==> config.mk <==
export PLATFORM = sky130hd
export DESIGN_NAME = bitstream_sng
export DESIGN_NICKNAME = d
export VERILOG_FILES = /design/src/rtl/bitstream_sng.sv
export SDC_FILE = /design/constraint.sdc
export NUM_CORES = 1
export LEC_CHECK = 0
export ABC_AREA = 1
export CORE_MARGIN = 8
export CORE_UTILIZATION = 53
export DETAILED_ROUTE_END_ITERATION = 7
export PLACE_DENSITY = 0.83
export SYNTH_ARGS = -nofsm -noshare
export SYNTH_HDL_FRONTEND = slang
export SYNTH_SLANG_ARGS = --single-unit
==> constraint.sdc <==
create_clock -name clk -period 1.6 [get_ports clk]
set_clock_uncertainty 0.1 [all_clocks]
set_input_delay 0.32 -clock clk [delete_from_list [all_inputs] [get_ports clk]]
set_output_delay 0.32 -clock clk [all_outputs]
set_load 0.01 [all_outputs]
==> src/rtl/bitstream_sng.sv <==
// Stochastic number generator: turns a WIDTH-bit probability into a unipolar bitstream
// over one full LFSR period. Optional second stream via macro SNG_DECORRELATE_EN.
module bitstream_sng #(
  parameter int WIDTH = 8
) (
  input  logic             clk,
  input  logic             n_rst,
  input  logic             start,
  input  logic             abort,
  input  logic [WIDTH-1:0] value,
  input  logic [WIDTH-1:0] seed,
`ifdef SNG_DECORRELATE_EN
  input  logic [WIDTH-1:0] value_b,
  output logic             y_b,
`endif
  output logic             busy,
  output logic             y,
  output logic             y_valid,
  output logic             last
);

  typedef enum logic {IDLE = 1'b0, RUN = 1'b1} state_t;

  // Tap masks for maximal-length Fibonacci LFSRs (bit i set = 1-based tap i+1).
  function automatic logic [WIDTH-1:0] tap_mask();
    logic [31:0] m;
    case (WIDTH)
      10:      m = 32'h0000_0240;
      12:      m = 32'h0000_0829;
      16:      m = 32'h0000_D008;
      default: m = 32'h0000_00B8;
    endcase
    return m[WIDTH-1:0];
  endfunction

  function automatic logic parity(input logic [WIDTH-1:0] x);
    return ^x;
  endfunction

`ifdef SNG_DECORRELATE_EN
  function automatic logic [WIDTH-1:0] bitrev(input logic [WIDTH-1:0] x);
    logic [WIDTH-1:0] r;
    for (int i = 0; i < WIDTH; i++) r[i] = x[WIDTH-1-i];
    return r;
  endfunction
`endif

  localparam logic [WIDTH-1:0] TAPS    = tap_mask();
  localparam logic [WIDTH-1:0] ONE     = {{(WIDTH-1){1'b0}}, 1'b1};
  localparam logic [WIDTH-1:0] CNT_END = {{(WIDTH-1){1'b1}}, 1'b0};

  state_t           state_r, state_s;
  logic [WIDTH-1:0] lfsr_r, lfsr_s;
  logic [WIDTH-1:0] cnt_r, cnt_s;
  logic [WIDTH-1:0] value_r, value_s;
  logic             y_r, y_s;
  logic             y_valid_r, y_valid_s;
  logic             last_r, last_s;
`ifdef SNG_DECORRELATE_EN
  logic [WIDTH-1:0] value_b_r, value_b_s;
  logic             y_b_r, y_b_s;
`endif

  // Next-state and next-output logic; abort wins over the final bit.
  always_comb begin
    state_s   = state_r;
    lfsr_s    = lfsr_r;
    cnt_s     = cnt_r;
    value_s   = value_r;
    y_s       = 1'b0;
    y_valid_s = 1'b0;
    last_s    = 1'b0;
`ifdef SNG_DECORRELATE_EN
    value_b_s = value_b_r;
    y_b_s     = 1'b0;
`endif
    case (state_r)
      IDLE: begin
        if (start) begin
          state_s = RUN;
          value_s = value;
          lfsr_s  = (seed == {WIDTH{1'b0}}) ? ONE : seed;
          cnt_s   = {WIDTH{1'b0}};
`ifdef SNG_DECORRELATE_EN
          value_b_s = value_b;
`endif
        end else begin
          state_s = IDLE;
        end
      end
      RUN: begin
        if (abort) begin
          state_s = IDLE;
        end else begin
          y_s       = (lfsr_r <= value_r);
          y_valid_s = 1'b1;
`ifdef SNG_DECORRELATE_EN
          y_b_s     = (bitrev(lfsr_r) <= value_b_r);
`endif
          lfsr_s    = {lfsr_r[WIDTH-2:0], parity(lfsr_r & TAPS)};
          cnt_s     = cnt_r + ONE;
          if (cnt_r == CNT_END) begin
            last_s  = 1'b1;
            state_s = IDLE;
          end else begin
            state_s = RUN;
          end
        end
      end
      default: state_s = IDLE;
    endcase
  end

  // State, datapath and output registers.
  always_ff @(posedge clk or negedge n_rst) begin
    if (!n_rst) begin
      state_r   <= IDLE;
      lfsr_r    <= ONE;
      cnt_r     <= {WIDTH{1'b0}};
      value_r   <= {WIDTH{1'b0}};
      y_r       <= 1'b0;
      y_valid_r <= 1'b0;
      last_r    <= 1'b0;
`ifdef SNG_DECORRELATE_EN
      value_b_r <= {WIDTH{1'b0}};
      y_b_r     <= 1'b0;
`endif
    end else begin
      state_r   <= state_s;
      lfsr_r    <= lfsr_s;
      cnt_r     <= cnt_s;
      value_r   <= value_s;
      y_r       <= y_s;
      y_valid_r <= y_valid_s;
      last_r    <= last_s;
`ifdef SNG_DECORRELATE_EN
      value_b_r <= value_b_s;
      y_b_r     <= y_b_s;
`endif
    end
  end

  assign busy    = (state_r == RUN);
  assign y       = y_r;
  assign y_valid = y_valid_r;
  assign last    = last_r;
`ifdef SNG_DECORRELATE_EN
  assign y_b     = y_b_r;
`endif

endmodule

==> flow_metrics.env <==
export IMPL_status="complete, no violations"
export IMPL_dieWidth_um=71.29
export IMPL_dieArea_sq_mm=0.005082
export IMPL_num_rows=20
export IMPL_critPathMaxStageDelay_ps=470
export IMPL_antenna_found_initial=0
export IMPL_max_freq_mhz=679.9
export IMPL_ys_flop_type="dfrtp_1"
export IMPL_placed_area_sq_mm=0.001932
export IMPL_yosysUniqueCellTypes=24
export IMPL_synth_area_leaders="dfrtp_1, nand2_1, ha_1, a31oi_2, inv_1"
export IMPL_synth_top_family_by_area="simple AND/OR/NAND/NOR gates"
export IMPL_final_nets=252
export IMPL_maxUsedRoutingLayer="met4"
export IMPL_end_kind="flop"
export IMPL_ys_async_sr_fraction=1.000
export IMPL_cp_start_kind="flop"
export IMPL_path_depth=5
export IMPL_grt_setup_unrepaired="no"
export IMPL_fin_crit_sh=0.9193
export IMPL_synthXorXnorAreaFrac=0.02162
export IMPL_postLayoutCellArea_sq_mm=0.001961
export IMPL_critPathTopFamily="flip-flops"
export IMPL_avgRoutedWirePerCell_um=12.43
export IMPL_synth_top_area_frac=0.4170
export IMPL_place_congestion=0.8495
export IMPL_path_cells="ha_1, nand2_1, nor2_1, nand4_1, a21oi_1"
export IMPL_worstSetupPathType="flop to flop"
export IMPL_cts_buffer_depth=2
export IMPL_vdd_ir_drop_max_uv=523.1
export IMPL_yosysMostFrequentCell="nand2_1"
export IMPL_hold_violations=0
export IMPL_muxShareOfSynthArea=0
export IMPL_drtIter0Drc=74
export IMPL_synth_warnings=0
export IMPL_wl_met1_mm=1.557
export IMPL_grt_pass1_vias=1252
export IMPL_synth_common_cells="nand2_1, dfrtp_1, inv_1, nor2_1, o21ai_0"
export IMPL_fin_crit_ps=1471
export IMPL_finalSetupTns_ps=0
export IMPL_initial_core_util=0.5441
export IMPL_die_h_um=71.29
export IMPL_worst_setup_hold_path_clk_slew_ps=150
export IMPL_cp_arrival_ps=1640
export IMPL_cp_max_fo=4
export IMPL_cap_violations=0
export IMPL_syn_area_per_cell_sq_um=8.665
export IMPL_dr_wl_met2_mm=1.364
export IMPL_synth_edf_count=0
export IMPL_synth_area_sq_mm=0.001620
export IMPL_ys_seq_elements=28
export IMPL_grt_max_degree=20
export IMPL_drt_pass1_iterations=4
export IMPL_hp_class="input pin to async pin"
export IMPL_tightest_slew_ps=245.4
export IMPL_reg2reg_depth=5
export IMPL_cp_required_ps=1770
export IMPL_drv_slew=0
export IMPL_ioPinCount=24
export IMPL_grt_pass1_wl_mm=5.416
export IMPL_drive_gt1_frac=0.1629
export IMPL_dp_slack_ps=-35.10
export IMPL_design_core_area_sq_mm=0.002978
export IMPL_area_growth_pct=21.00
export IMPL_antenna_left=0
export IMPL_synth_simple_area_share=0.2479
export IMPL_clk_latency_ps=330
export IMPL_synth_compound_area_share=0.1305
export IMPL_n_antenna_cell=0
export IMPL_cellPowerDensity_mw_per_mm2=1091
export IMPL_numCtsBuffers=3
export IMPL_critPathBufInv=0
export IMPL_synth_area_leader_cell="dfrtp_1"
export IMPL_synth_fp_nets=217
export IMPL_cts_sinks=28
export IMPL_setup_viol=0
export IMPL_dp_cells=249
export IMPL_finish_utilization=0.6584
export IMPL_htree_num_levels=1
export IMPL_place_hpwl_mm=2.518
export IMPL_crit_start="lfsr_r[7]"
export IMPL_dr_total_vias=1251
export IMPL_netlist_instances=187
export IMPL_drcViolationCount=0
export IMPL_wl_mm=3.156
export IMPL_hold_buffers=0
export IMPL_wl_met3_um=157
export IMPL_synth_adder_area_share=0.07722
export IMPL_cts_tree="yes"
export IMPL_r2r_start="lfsr_r[7]"
export IMPL_fin_cells=254
export IMPL_port_buffers=23
export IMPL_crit_slowest_cell="dfrtp_1"
export IMPL_leakage_nw=0.9329
export IMPL_layout_setup_ws_ps=129.1
export IMPL_relSlewSlack=0.8364
export IMPL_routed_via_density=4.925
export IMPL_clockRootBuffer="clkbuf_4"
export IMPL_overflow=0
export IMPL_track_usage=0.1306
export IMPL_yosysSeqAreaShare=0.4332
## cell usage in the layout (no fill, tap or decap), types with 2 or more instances in the layout
cell type,synthesis,layout
buf_4,0,10
nor2_2,5,5
inv_1,23,23
dlygate4sd2_1,0,4
inv_2,3,3
nand2_1,50,50
xnor2_1,2,2
o21ai_1,3,3
nand3_1,4,4
clkdlybuf4s50_1,0,19
a21oi_1,7,7
dfrtp_1,27,27
nand4_1,3,3
nand2_8,3,3
nand2_2,2,2
a31oi_2,7,7
nor2_1,16,16
clkbuf_4,0,3
xor2_1,2,2
o21ai_0,12,12
ha_1,10,10
## logic make-up after synthesis
kind of cell,count (synthesis)
compound gates,31
buf+inv,30
xor+xnor,4
flops,28
simple gates,84
fa+ha+maj,10
## flip-flops by register name, summed over array words and instances (netlist names)
| signal | cells |
|---|---|
| value_r | 8 |
| busy | 1 |
| y_valid | 1 |
| lfsr_r | 8 |
| y | 1 |
| last | 1 |
| cnt_r | 8 |
## cell type report
class | instances | area, sq um
Sequential cell | 28 | 701.9
Inverter | 26 | 97.59
Tap cell | 33 | 41.29
Timing Repair Buffer | 34 | 320.3
Multi-Input combinational cell | 129 | 773.2
Clock buffer | 4 | 26.28
Fill cell | 242 | 1017
## per-layer routing
metal	vias to the layer above	GRT usage
met5	-	0
met4	0	0.07159
met3	8	0.03766
met2	25	0.1949
met1	549	0.1653
li1	669	-
## worst paths after layout
kind / end / slack (ps)
worst max-delay path: y / 130
worst max register to register: y / 130
min in group clk: lfsr_r[0] / 400
worst min-delay path: cnt_r[4] / 180
max in group asynchronous: value_r[3] / 950
worst min register to register: lfsr_r[0] / 400
## repair_timing
| action | 4_1_cts | 5_1_grt |
|---|---|---|
| endpoints found under the setup margin | 4 | 0 |
| gates resized for setup | 4 | 0 |
| setup buffers | 1 | 0 |
## where the power goes
group	switching (mW)	internal [mW]	total [mW]	leakage, nW
logic	0.462	0.400	0.861	0.568
clock network	0.208	0.0978	0.306	0.0150
registers	0.116	0.855	0.971	0.350
## stage by stage
step           total power [mW]  hold slack (ps)
2_1_floorplan             1.570           -75.59
3_3_place_gp              1.806            373.8
3_5_place_dp              1.847            375.8
4_1_cts                   2.151            188.3
5_1_grt                   2.297            183.9
6_report                  2.138            184.3
Note: power is estimated with default switching activity, not from simulation.
